===== src/rtl/master_trigger_gen.sv =====
// Radar PRF master trigger source: finite-burst or continuous pulse train with
// programmable period/length, optional start gating on a synchronised external sync edge.
module master_trigger_gen #(
    parameter int PERIOD_W = 32,
    parameter int LENGTH_W = 16,
    parameter int BURST_W  = 16
) (
    input  logic                ipClk,
    input  logic                ipReset,
    input  logic                ipEnable,
    input  logic [PERIOD_W-1:0] ipPeriod,
    input  logic [LENGTH_W-1:0] ipLength,
    input  logic [BURST_W-1:0]  ipBurstCount,
    input  logic                ipUseExtSync,
    input  logic                ipExtSync,
    input  logic                ipStart,
    input  logic                ipAbort,
    output logic                opTrigger,
    output logic                opBusy,
    output logic [BURST_W-1:0]  opPulseCount,
    output logic                opDone
);

    typedef enum logic [1:0] {IDLE, WAIT_SYNC, RUN} state_t;

    state_t              state, state_next;
    logic [PERIOD_W-1:0] period_r, length_r, phase, phase_next;
    logic [BURST_W-1:0]  burst_r;
    logic                sync_p0, sync_p1, sync_p2, sync_edge;
    logic                stop_any, start_ok, last_cycle, done_next;
    logic                load, enter_run, run_step;

    function automatic logic [PERIOD_W-1:0] clamp_period(input logic [PERIOD_W-1:0] p);
        return (p < PERIOD_W'(2)) ? PERIOD_W'(2) : p;
    endfunction

    // Length is kept below the period so every period contains at least one low cycle.
    function automatic logic [PERIOD_W-1:0] clamp_length(input logic [LENGTH_W-1:0] l,
                                                         input logic [PERIOD_W-1:0] p);
        logic [PERIOD_W-1:0] l1;
        l1 = (l == '0) ? PERIOD_W'(1) : PERIOD_W'(l);
        return (l1 > p - PERIOD_W'(1)) ? p - PERIOD_W'(1) : l1;
    endfunction

    function automatic logic [BURST_W-1:0] sat_inc(input logic [BURST_W-1:0] c);
        return (&c) ? c : c + BURST_W'(1);
    endfunction

    assign stop_any   = ipAbort | ~ipEnable;
    assign start_ok   = ipStart & ipEnable & ~ipAbort;
    assign phase_next = (phase == period_r - PERIOD_W'(1)) ? '0 : phase + PERIOD_W'(1);
    assign last_cycle = (phase == period_r - PERIOD_W'(1)) && (burst_r != '0)
                        && (opPulseCount == burst_r);
    assign done_next  = (phase_next == period_r - PERIOD_W'(1)) && (burst_r != '0)
                        && (opPulseCount == burst_r);
    assign opBusy     = (state != IDLE);

    // Sync stage: two metastability flops, then a registered rising-edge detect
    always_ff @(posedge ipClk or negedge ipReset) begin
        if (!ipReset) begin
            sync_p0   <= 1'b0;
            sync_p1   <= 1'b0;
            sync_p2   <= 1'b0;
            sync_edge <= 1'b0;
        end else begin
            sync_p0   <= ipExtSync;
            sync_p1   <= sync_p0;
            sync_p2   <= sync_p1;
            sync_edge <= sync_p1 & ~sync_p2;
        end
    end

    always_ff @(posedge ipClk or negedge ipReset) begin
        if (!ipReset) state <= IDLE;
        else          state <= state_next;
    end

    always_comb begin
        state_next = state;
        load       = 1'b0;
        enter_run  = 1'b0;
        run_step   = 1'b0;
        case (state)
            IDLE: begin
                if (start_ok) begin
                    load       = 1'b1;
                    enter_run  = ~ipUseExtSync;
                    state_next = ipUseExtSync ? WAIT_SYNC : RUN;
                end
            end
            WAIT_SYNC: begin
                if (sync_edge) begin
                    enter_run  = 1'b1;
                    state_next = RUN;
                end
            end
            RUN: begin
                if (last_cycle) state_next = IDLE;
                else            run_step   = 1'b1;
            end
            default: state_next = IDLE;
        endcase
        if (stop_any) begin
            state_next = IDLE;
            load       = 1'b0;
            enter_run  = 1'b0;
            run_step   = 1'b0;
        end
    end

    // Configuration is captured only when a start is accepted
    always_ff @(posedge ipClk) begin
        if (load) begin
            period_r <= clamp_period(ipPeriod);
            length_r <= clamp_length(ipLength, clamp_period(ipPeriod));
            burst_r  <= ipBurstCount;
        end
    end

    // Output stage: trigger/count/done registered from the phase about to be entered
    always_ff @(posedge ipClk or negedge ipReset) begin
        if (!ipReset) begin
            phase        <= '0;
            opTrigger    <= 1'b0;
            opPulseCount <= '0;
            opDone       <= 1'b0;
        end else begin
            opDone <= 1'b0;
            if (load) opPulseCount <= '0;
            if (enter_run) begin
                phase        <= '0;
                opTrigger    <= 1'b1;
                opPulseCount <= load ? BURST_W'(1) : sat_inc(opPulseCount);
            end else if (run_step) begin
                phase     <= phase_next;
                opTrigger <= (phase_next < length_r);
                opDone    <= done_next;
                if (phase_next == '0) opPulseCount <= sat_inc(opPulseCount);
            end else begin
                opTrigger <= 1'b0;
            end
        end
    end

endmodule


===== config.mk =====
export PLATFORM = sky130hd
export DESIGN_NAME = master_trigger_gen
export DESIGN_NICKNAME = d
export VERILOG_FILES = /design/src/rtl/master_trigger_gen.sv
export SDC_FILE = /design/constraint.sdc
export NUM_CORES = 1
export LEC_CHECK = 0
export BUFFER_PORTS_ARGS = -buffer_cell sky130_fd_sc_hd__buf_2
export CORE_UTILIZATION = 55
export DETAILED_ROUTE_END_ITERATION = 16
export MAX_ROUTING_LAYER = met4
export PLACE_DENSITY = 0.86
export REMOVE_ABC_BUFFERS = 1
export SETUP_SLACK_MARGIN = 0.2
export SLEW_MARGIN = 20
export SYNTH_ARGS = -nofsm -noshare
export SYNTH_HDL_FRONTEND = slang
export SYNTH_SLANG_ARGS = --single-unit

===== constraint.sdc =====
create_clock -name ipClk -period 7.2 [get_ports ipClk]
set_clock_uncertainty 0.15 [all_clocks]
set_input_delay 0.72 -clock ipClk [delete_from_list [all_inputs] [get_ports ipClk]]
set_output_delay 0.72 -clock ipClk [all_outputs]
set_load 0.1 [all_outputs]

Word level (Yosys, flattened, before mapping)
Index checks and enable logic that the tools add are counted.

Register bits: 136. Input port bits: 71. Output and inout bits: 19.

$add $sub $neg: 4. $lt $le $gt $ge: 3. Eq/ne operators: 8. Muxes and demuxes: 32. Bitwise logic cells: 8. Reductions and logical operators: 12.

Operator list (number): 2-to-1 mux 32 bit (5); 2-to-1 mux 16 bit (7); equality test 32 bit (2); subtractor 32 x 1 -> 32 bit, second input constant (2); adder 32 x 1 -> 32 bit, second input constant (1); greater-than comparator 16 x 32 -> 1 bit (1); zero test 32 bit (1); less-than comparator 32 x 2 -> 1 bit, second input constant (1); less-than comparator 32 bit (1); adder 16 x 1 -> 16 bit, second input constant (1); equality test 16 bit (1); zero test 16 bit (1); AND reduction 16 bit (1); nonzero test 16 bit (1); 2-to-1 mux 1 bit (13); 2-to-1 mux 2 bit (5); != test 3 bit, second input constant (3); one-hot mux 2 bit (3 select lines) (1); logical AND 1 bit (4); NOT 1 bit (4); nonzero test 2 bit (2); bitwise AND 1 bit (3); AND reduction 3 bit (1); equality test 2 x 1 -> 1 bit, second input constant (1); 4 further kinds (4).

Logic depth before layout (Yosys ltp)
Gate-level depths: netlist (run 1).

Depth after elaboration: 9. Gate-level depth with buffers: 24. Mapped depth without buffers: 21.

Worst setup path after synthesis (run 1)
Ideal clock, no wire load.

Path type: input -> register. From: input port ipPeriod[10]. To: register length_r[10], data pin. Library setup time: 0.279 ns. Arrival: 5.294 ns. Data required time: 6.771 ns. Setup slack: 1.477 ns. Stages: 20. Path buffers: 3. Cells stage by stage: or3_1 > or4b_2 > or4_1 > and2_1 > inv_1 > ha_1 > nand2b_1 > or2_2 > clkbuf_1 > nor2_1 > xnor2_1 > ha_1 > a21o_1 > a21oi_1 > o21ai_0 > a221oi_1 > a2111o_1 > clkbuf_1 > clkbuf_1 > mux2i_1.

Word-level cells in the longest chain between the ends: 5.

RTL lines: from (decl) (RTL line 11) `input logic [PERIOD_W-1:0] ipPeriod,`; less-than comparator 32 x 2 -> 1 bit (RTL line 34) `return (p < PERIOD_W'(2)) ? PERIOD_W'(2) : p;`; 2-to-1 mux 32 bit (*) (RTL line 34); subtractor 32 x 1 -> 32 bit (*) (RTL line 42) `return (l1 > p - PERIOD_W'(1)) ? p - PERIOD_W'(1) : l1;`; greater-than comparator 16 x 32 -> 1 bit (RTL line 42); 2-to-1 mux 32 bit (*) (RTL line 42); to (signal assigned) (RTL line 115) `length_r <= clamp_length(ipLength, clamp_period(ipPeriod));`; to (decl) (RTL line 27) `logic [PERIOD_W-1:0] period_r, length_r, phase, phase_next;`.

Mark *: on every way between the ends. The rest lies on a longest branch, timed or not. A chain may end at the register's enable or synchronous reset.

Worst setup path in the final report (run 1)
From: register period_r[17]. To: register opTrigger.

Word-level cells in the longest chain between the ends: 9. Elaborated cells on any way between the ends: 11. Classes of those cells: 1 x add/sub; 1 x order compare; 1 x eq/ne; 6 x mux; 2 x reduce/logical.

RTL lines: from (decl) (RTL line 27); from (signal assigned) (RTL line 114) `period_r <= clamp_period(ipPeriod);`; subtractor 32 x 1 -> 32 bit (*) (RTL line 51, 52); equality test 32 bit (*) (RTL line 51, 52); branches (longest 5 deep; another with less-than comparator 32 bit); 2-to-1 mux 1 bit (*) (RTL line 134) `end else if (run_step) begin`; 2-to-1 mux 1 bit (*) (RTL line 130) `if (enter_run) begin`; to (signal assigned) (RTL line 136) `opTrigger <= (phase_next < length_r);`; to (decl) (RTL line 18) `output logic opTrigger,`.

Mark *: on every way between the ends.

==> flow_summary_export.csv, run 1 <==
group,metric,value,unit
logic_synthesis,synth_area,10400,sq um
layout,antenna_cells,0,
sta,max_slew.worst_pin.slew,918,ps
clocking,clockRootBuffer,"clkbuf_16",
layout,final_cells,1457,
routing,drtPass1Iterations,6,
logic_synthesis,ys_ff_latch,136,
setup_path,reg2reg_to,"opTrigger$_DFF_PN0_",
sta,finalHoldViolCount,0,
logic_synthesis,synth_warnings,0,
grt,grt_pass1_vias,8517,
grt,track_usage,0.307,
setup_path,r2r_start,"period_r[17]$_DFFE_PP_",
sta,max_freq,0.160,GHz
clocking,cts_buffers,17,
setup_path,cp_max_fo,15,
setup_path,cp-end-kind,"register",
setup_path,endpoint,"opTrigger$_DFF_PN0_",
pwr,peakVddDrop,0.155,mV
routing,vias_per_cell,6.34,
place,numPortBuffers,89,
logic_synthesis,ys_seq_area_frac,0.366,
routing,wl_per_cell,19.5,um
clocking,htree_levels,4,
layout,area_growth,9.74,%
layout,mostFrequentLayoutCells,"nand2_1, xnor2_1, buf_2, nor2_1, edfxtp_1",
clocking,cts_tree,"built",
flow_run,maxCapViolations,0,
logic_synthesis,synth-edff-count,80,
clocking,clkTransAtPathRegs,60,ps
sta,relSlewSlack,0.372,
routing,drtIter0Drc,978,
floorplanning,initial_utilization,0.571,
floorplanning,die_y,139,um
logic_synthesis,synth_area_per_cell,8.72,sq um
hold_path,hold_class,"register to register",
logic_synthesis,synth_cells,1192,
sta,maxSlewViolCount,0,
setup_path,r2r_slack,940,ps
grt,grt_use_met1,0.413,
clocking,clock-sinks,136,
layout,final_common_cell,"nand2_1",
setup_path,cp-startpoint,"period_r[17]$_DFFE_PP_",
layout,drive_gt1_frac,0.127,
setup_path,path_class,"register to register",
floorplanning,die_x,139,um
grt,grt_pass1_wl,45200,um
logic_synthesis,yosys-top-cells-area,"edfxtp_1, dfrtp_1, xnor2_1",
grt,grt_max_degree,89,
setup_path,critPathLaunchType,"register",
sta,fin_setup_tns,0,ps
clocking,holdBufCountCts,0,
place,hpwl,21500,um
sta,post-route-period-util,0.870,
place,place.gp.congestion,1.02,
routing,drc,0,
routing,num_vias,9237,
logic_synthesis,synth_top_area_frac,0.231,
pwr,p_per_area,175,nW/um^2
clocking,clockBufferDepth,2,
logic_synthesis,synth.distinct_cells,85,
grt,use_met3,0.0516,
logic_synthesis,synth-main-ff-cell,"edfxtp_1",
floorplanning,pin_count,90,
floorplanning,dieArea,19400,sq um
grt,antenna_found_initial,0,
pwr,p_leak,4.73,nW
clocking,post_cts_buffers,0,
logic_synthesis,synth.largest_area_cell,"edfxtp_1",
layout,nets,1337,
grt,grt_use_met2,0.460,
status,outcome,"complete, no violations",
sta,setup-violations-final,0,
setup_path,worst-r2r-cell-count,19,
setup_path,arrival,6470,ps
logic_synthesis,async_reset_ff_frac,0.412,
layout,utilization,0.626,
grt,gr-max-usage-layer,"met2",
sta,min_period,6260,ps
routing,wl,28400,um
floorplanning,rows,49,
clocking,insertion_delay,430,ps
setup_path,worstPathRequired,7400,ps
grt,overflow,0,
sta,rsz0062_at_grt,"false",
routing,ant_nets,0,
place,dp.cells,1425,
layout,nFillCells,1481,
clocking,cts_resized,0,
floorplanning,core,18200,sq um
critical path, stage by stage, from the launching register on:
cell and delay, ps:
edfxtp_1 510, nor4_2 710, nand4_1 340, nor4_1 490, xnor2_1 130, a2111oi_0 850
and4_1 420, nand3_1 520, and2_1 370, ha_1 190, a21o_1 150, a21o_1 170
a21o_1 160, a21oi_1 130, nor2b_1 60, o2111ai_1 160, a31oi_1 100, nor2_1 260
o211ai_1 130, o21ai_0 170
worst min-delay path by stage:
stage	cells past startpoint	from	endpoint	slack [ps]
2_1_floorplan	0	sync_p0$_DFF_PN0_	sync_p1$_DFF_PN0_	180
3_3_place_gp	0	sync_p0$_DFF_PN0_	sync_p1$_DFF_PN0_	180
3_5_place_dp	0	sync_p0$_DFF_PN0_	sync_p1$_DFF_PN0_	190
4_1_cts	0	sync_p0$_DFF_PN0_	sync_p1$_DFF_PN0_	210
5_1_grt	0	sync_p0$_DFF_PN0_	sync_p1$_DFF_PN0_	220
6_report	0	sync_p0$_DFF_PN0_	sync_p1$_DFF_PN0_	200
routing by layer:
metal	vias up	part of all wire
met2	520	0.45
met5	-	0
met4	0	0.031
li1	4319	-
met3	80	0.095
met1	4318	0.43
kinds of logic (layout without fill, tap and decap cells):
family / after synthesis / after routing / synth area share
and+or+nand+nor: 467 / 467 / 0.240
AOI/OAI and AO/OA: 205 / 205 / 0.131
buffers and inverters: 181 / 202 / 0.0683
DFF: 136 / 136 / 0.366
xor gates and xnor gates: 126 / 126 / 0.109
adders and majority gates: 52 / 52 / 0.0624
muxes: 24 / 24 / 0.0234
other: 1 / 16 / 0.000361
final cells by class:
class / instances / area [sq um] / area share
Sequential cell: 136 / 3800 / 0.334
Clock inverter: 14 / 149 / 0.0131
Clock buffer: 18 / 429 / 0.0376
Inverter: 74 / 279 / 0.0245
Timing Repair Buffer: 96 / 514 / 0.0451
Multi-Input combinational cell: 890 / 5940 / 0.521
Tap cell: 229 / 287 / 0.0251
sequential cells by signal (all words and copies together) (netlist names):
name and count:
opPulseCount 16, length_r 32, opDone 1, sync_p0 1, state 2, opTrigger 1
sync_edge 1, burst_r 16, period_r 32, phase 32, sync_p1 1, sync_p2 1
metrics by stage:
step                power [W]  area [sq um]  hold slack (ps)  setup slack (ps)
global placement      0.00113         10800              185              1260
global route          0.00206         11400              215               510
detailed placement    0.00114         10800              189              1140
floorplan             0.00105         10000              181              1610
CTS                   0.00200         11400              206              1140
finish                0.00199         11400              204               938
cell usage after synthesis, drive strengths merged (13+ instances only):
library cell / n
a21o: 18
a21oi: 31
and2: 17
buf: 13
clkbuf: 94
dfrtp: 56
edfxtp: 80
ha: 51
inv: 73
mux2i: 22
nand2: 100
nand3: 31
nand4: 52
nor2: 86
nor2b: 16
nor3: 40
nor4: 38
o21ai: 67
or3: 17
or4: 16
xnor2: 91
xor2: 33
where the power goes:
group          leakage (nW)  switching, W  internal (W)  total [W]
logic                  2.95      0.000147     0.0000875   0.000234
registers              1.50     0.0000374      0.000855   0.000892
clock network         0.273      0.000357      0.000511   0.000868
No activity file was read; power rests on OpenSTA's default activity.
==> run 2: changes to the inputs <==
==> constraint.sdc (replaced) <==
create_clock -name ipClk -period 7 [get_ports ipClk]
set_clock_uncertainty 0.15 [all_clocks]
set_input_delay 0.7 -clock ipClk [delete_from_list [all_inputs] [get_ports ipClk]]
set_output_delay 0.7 -clock ipClk [all_outputs]
set_load 0.1 [all_outputs]
==> flow_summary_export.csv, run 2 (synthesis gave the netlist of run 1 again) <==
group,metric,value,unit
setup_path,arrival,6390,ps
floorplanning,die_y,139,um
layout,drive_gt1_frac,0.127,
flow_run,maxCapViolations,0,
setup_path,r2r_start,"period_r[17]$_DFFE_PP_",
setup_path,critPathLaunchType,"register",
sta,min_period,6180,ps
floorplanning,core,18200,sq um
layout,nFillCells,1505,
hold_path,hold_end,"sync_p1$_DFF_PN0_",
place,hpwl,21800,um
place,numPortBuffers,89,
sta,fin_ws,822,ps
hold_path,hold_start,"sync_p0$_DFF_PN0_",
clocking,cts_resized,0,
grt,overflow,0,
layout,area_growth,9.19,%
layout,nets,1338,
setup_path,r2r_slack,820,ps
floorplanning,rows,49,
setup_path,worst-r2r-cell-count,19,
routing,vias_per_cell,6.39,
floorplanning,initial_utilization,0.571,
sta,maxSlewViolCount,0,
setup_path,reg2reg_to,"opTrigger$_DFF_PN0_",
routing,drc,0,
hold_path,hold_class,"register to register",
grt,grt_max_degree,64,
hold_path,whs_path_depth,0,
clocking,clkTransAtPathRegs,60,ps
place,preCtsSetupSlack,985,ps
sta,fin_setup_tns,0,ps
pwr,p_total,0.00197,W
grt,grt_pass1_wl,45300,um
routing,num_vias,9318,
setup_path,cp-startpoint,"period_r[17]$_DFFE_PP_",
clocking,cts_tree,"built",
layout,final_common_cell,"nand2_1",
pwr,p_leak,4.70,nW
setup_path,worstPathRequired,7210,ps
setup_path,path_class,"register to register",
clocking,holdBufCountCts,0,
routing,wl,28600,um
floorplanning,dieArea,19400,sq um
place,place.gp.congestion,1.03,
layout,reg_top3,"length_r: 32 flops, period_r: 32 flops, phase: 32 flops",
setup_path,cp-end-kind,"register",
status,outcome,"complete, no violations",
layout,multi_input_area,5940,sq um
clocking,clockRootBuffer,"clkbuf_16",
routing,drtIter0Drc,1102,
layout,mostFrequentLayoutCells,"nand2_1, xnor2_1, buf_2, nor2_1, edfxtp_1",
clocking,clockBufferDepth,2,
sta,rsz0062_at_grt,"false",
sta,relSlewSlack,0.433,
sta,max_slew.worst_pin.slew,851,ps
grt,track_usage,0.309,
layout,seq_area,3800,sq um
routing,wl_per_cell,19.6,um
clocking,post_cts_buffers,0,
pwr,peakVddDrop,0.159,mV
sta,max_freq,0.162,GHz
sta,post-route-period-util,0.883,
grt,antenna_found_initial,0,
sta,setup-violations-final,0,
routing,drtPass1Iterations,7,
pwr,p_per_area,174,nW/um^2
setup_path,cp_max_fo,15,
clocking,insertion_delay,440,ps
clocking,cts_buffers,17,
grt,grt_pass1_vias,8485,
layout,antenna_cells,0,
sta,finalHoldViolCount,0,
routing,ant_nets,0,
clocking,htree_levels,4,
floorplanning,pin_count,90,
clocking,clock-sinks,136,
layout,utilization,0.623,
floorplanning,die_x,139,um
[run 2: changes by cell type in the layout (fill, tap and decap cells not counted)]
cell | before | now
buf_4 | 5 | 8
bufinv_16 | 2 | 0
buf_12 | 1 | 0
buf_6 | 1 | 0
clkinv_1 | 0 | 1
clkinvlp_4 | 4 | 5
[run 2: area by class of cell]
cell class	instances	area share
clock inverters	14	0.00882
multi-input cells	890	0.524
flip-flops and latches	136	0.335
repair buffers	97	0.0446
clock buffers	18	0.0378
well taps	229	0.0253
inverters	74	0.0246
[run 2: how the worst max path moves through the flow]
stage	endpoint	cells after the start	slack [ps]
after floorplan	opTrigger$_DFF_PN0_	19	1410
after global placement	opTrigger$_DFF_PN0_	19	1210
final	opTrigger$_DFF_PN0_	19	820
after CTS	opTrigger$_DFF_PN0_	19	1010
after detailed placement	opTrigger$_DFF_PN0_	19	990
after global routing	opTrigger$_DFF_PN0_	21	510
[run 2: worst max-delay path, cell delays in order, from the launching register on]
cell and delay (ps):
edfxtp_1 520, nor4_2 720, nand4_1 360, nor4_1 540
xnor2_1 120, a2111oi_0 750, and4_1 410, nand3_1 460
and2_1 360, ha_1 210, a21o_1 160, a21o_1 170
a21o_1 160, a21oi_1 130, nor2b_1 60, o2111ai_1 170
a31oi_1 110, nor2_1 230, o211ai_1 130, o21ai_0 180
[run 2: where the power goes]
part	switching (W)	internal (W)	total, W
registers	0.0000393	0.000879	0.000918
clock network	0.000365	0.000452	0.000817
logic	0.000150	0.0000896	0.000239
[run 2: metrics by stage]
step	hold slack, ps	cell area (sq um)	std cells
final	208	11300	1458
after global routing	209	11300	1458
after CTS	206	11300	1458
after detailed placement	192	10800	1426
after global placement	187	10800	1426
after floorplan	181	10000	1100
[run 2: per-layer routing]
metal	share of wire	track usage
met5	0	-
met4	0.026	0.110
met3	0.11	0.0568
met2	0.45	0.466
met1	0.42	0.416
==> run 3: changes to the inputs <==
--- a/config.mk
+++ b/config.mk
@@ -6,10 +6,12 @@
 export NUM_CORES = 1
 export LEC_CHECK = 0
 export BUFFER_PORTS_ARGS = -buffer_cell sky130_fd_sc_hd__buf_2
-export CORE_UTILIZATION = 55
+export CELL_PAD_IN_SITES_DETAIL_PLACEMENT = 0
+export CELL_PAD_IN_SITES_GLOBAL_PLACEMENT = 1
+export CORE_UTILIZATION = 47
 export DETAILED_ROUTE_END_ITERATION = 16
 export MAX_ROUTING_LAYER = met4
-export PLACE_DENSITY = 0.86
+export PLACE_DENSITY = 0.94
 export REMOVE_ABC_BUFFERS = 1
 export SETUP_SLACK_MARGIN = 0.2
 export SLEW_MARGIN = 20
==> flow_summary_export.csv, run 3 (synthesis gave the netlist of run 1 again) <==
group,metric,value,unit
clocking,cts_tree,"built",
floorplanning,die_y,151,um
sta,post-route-period-util,0.860,
setup_path,arrival,6220,ps
layout,multi_input_area,5940,sq um
sta,rsz0062_at_grt,"false",
setup_path,cp-end-kind,"register",
clocking,htree_levels,4,
grt,grt_pass1_wl,45300,um
setup_path,critPathLaunchType,"register",
routing,vias_per_cell,5.97,
setup_path,crit_chain,"nor4_2 -> nand4_1 -> nor4_1 -> xnor2_1 -> a2111oi_0 -> buf_4 -> and4_1 -> nand3_1 -> and2_1 -> ha_1 -> a21o_1 -> a21o_1 -> a21oi_1 -> nor2b_1 -> o21ai_0 -> a31oi_1 -> nor2_1 -> o211ai_1 -> o21ai_0",
grt,antenna_found_initial,0,
layout,seq_area,3800,sq um
grt,grt_max_degree,62,
setup_path,cp_max_fo,15,
place,place.gp.congestion,1.03,
pwr,p_clk_frac,0.422,
floorplanning,initial_utilization,0.478,
setup_path,worstPathRequired,7200,ps
layout,nets,1338,
pwr,p_sw,0.000546,W
sta,fin_setup_tns,0,ps
sta,fin_ws,977,ps
routing,ant_nets,0,
pwr,p_leak,4.71,nW
layout,mostFrequentLayoutCells,"nand2_1, xnor2_1, buf_2, nor2_1, edfxtp_1",
routing,drtIter0Drc,738,
layout,antenna_cells,0,
hold_path,hold_class,"register to register",
clocking,clockBufferDepth,2,
routing,wl_per_cell,19.0,um
sta,maxSlewViolCount,0,
status,outcome,"complete, no violations",
flow_run,maxCapViolations,0,
layout,reg_top3,"length_r: 32 flops, period_r: 32 flops, phase: 32 flops",
setup_path,max_stage_delay,720,ps
pwr,peakVddDrop,0.154,mV
sta,relSlewSlack,0.413,
setup_path,crit_slowest_cell,"nor4_2",
layout,drive_gt1_frac,0.127,
floorplanning,core,21800,sq um
sta,min_period,6020,ps
routing,wl,28700,um
pwr,combPwrFrac,0.121,
clocking,clockRootBuffer,"clkbuf_16",
routing,num_vias,9003,
layout,nFillCells,2063,
sta,finalHoldViolCount,0,
floorplanning,dieArea,22700,sq um
routing,drc,0,
setup_path,critPathTopFamily,"simple AND/OR/NAND/NOR gates",
floorplanning,die_x,151,um
floorplanning,pin_count,90,
clocking,post_cts_buffers,0,
floorplanning,rows,54,
pwr,p_int,0.00146,W
clocking,insertion_delay,430,ps
clocking,clkTransAtPathRegs,60,ps
layout,final_common_cell,"nand2_1",
grt,track_usage,0.270,
place,numPortBuffers,89,
clocking,cts_resized,0,
routing,drtPass1Iterations,6,
sta,max_slew.worst_pin.slew,873,ps
setup_path,critPathBufInv,1,
place,dpl_cell_area,10900,sq um
grt,grt_pass1_vias,8487,
clocking,holdBufCountCts,0,
sta,max_freq,0.166,GHz
pwr,seq_power_share,0.457,
layout,area_growth,10.0,%
place,hpwl,22400,um
clocking,cts_buffers,17,
pwr,p_sw_frac,0.273,
place,preCtsSetupSlack,1050,ps
sta,setup-violations-final,0,
pwr,p_per_area,175,nW/um^2
setup_path,path_class,"register to register",
layout,design_area,11400,sq um
grt,overflow,0,
clocking,clock-sinks,136,
run 3: cell count changes in the layout (fill, tap and decap cells not counted):
cell and delta:
bufinv_16 +1, clkinv_2 -1
run 3: per-stage QoR:
stage / utilization / hold slack (ps) / cells / total power, W
finish: 0.526 / 201 / 1509 / 0.00200
global placement: 0.500 / 185 / 1477 / 0.00117
CTS: 0.526 / 208 / 1509 / 0.00201
detailed placement: 0.500 / 202 / 1477 / 0.00117
global route: 0.526 / 225 / 1509 / 0.00208
floorplan: - / 181 / 1100 / 0.00108
run 3: final cells by class:
cell class / instances / area share
flip-flops and latches: 136 / 0.333
repair buffers: 97 / 0.0442
clock inverters: 14 / 0.0109
well taps: 280 / 0.0306
clock buffers: 18 / 0.0375
inverters: 74 / 0.0244
multi-input cells: 890 / 0.520
run 3: routing by layer:
layer	track usage	share of wire
met3	0.0515	0.067
met5	-	0
met1	0.358	0.45
met2	0.413	0.45
met4	0.0915	0.026
run 3: worst paths after layout:
kind | depth (start not counted) | slack, ps | startpoint | end
min reg2reg | 0 | 200 | sync_p0$_DFF_PN0_ | sync_p1$_DFF_PN0_
min | 0 | 200 | sync_p0$_DFF_PN0_ | sync_p1$_DFF_PN0_
max | 19 | 980 | period_r[17]$_DFFE_PP_ | opTrigger$_DFF_PN0_
max reg2reg | 19 | 980 | period_r[17]$_DFFE_PP_ | opTrigger$_DFF_PN0_
min in group asynchronous | 2 | 280 | ipReset | phase[26]$_DFFE_PN0P_
max in group asynchronous | 2 | 5880 | ipReset | phase[12]$_DFFE_PN0P_
run 3: power by group through the flow:
stage               logic, W  registers [W]  clock network, W
floorplan           0.000134       0.000942                 0
global placement    0.000238       0.000930                 0
detailed placement  0.000240       0.000930                 0
CTS                 0.000242       0.000915          0.000852
global route        0.000268       0.000920          0.000893
finish              0.000243       0.000916          0.000846
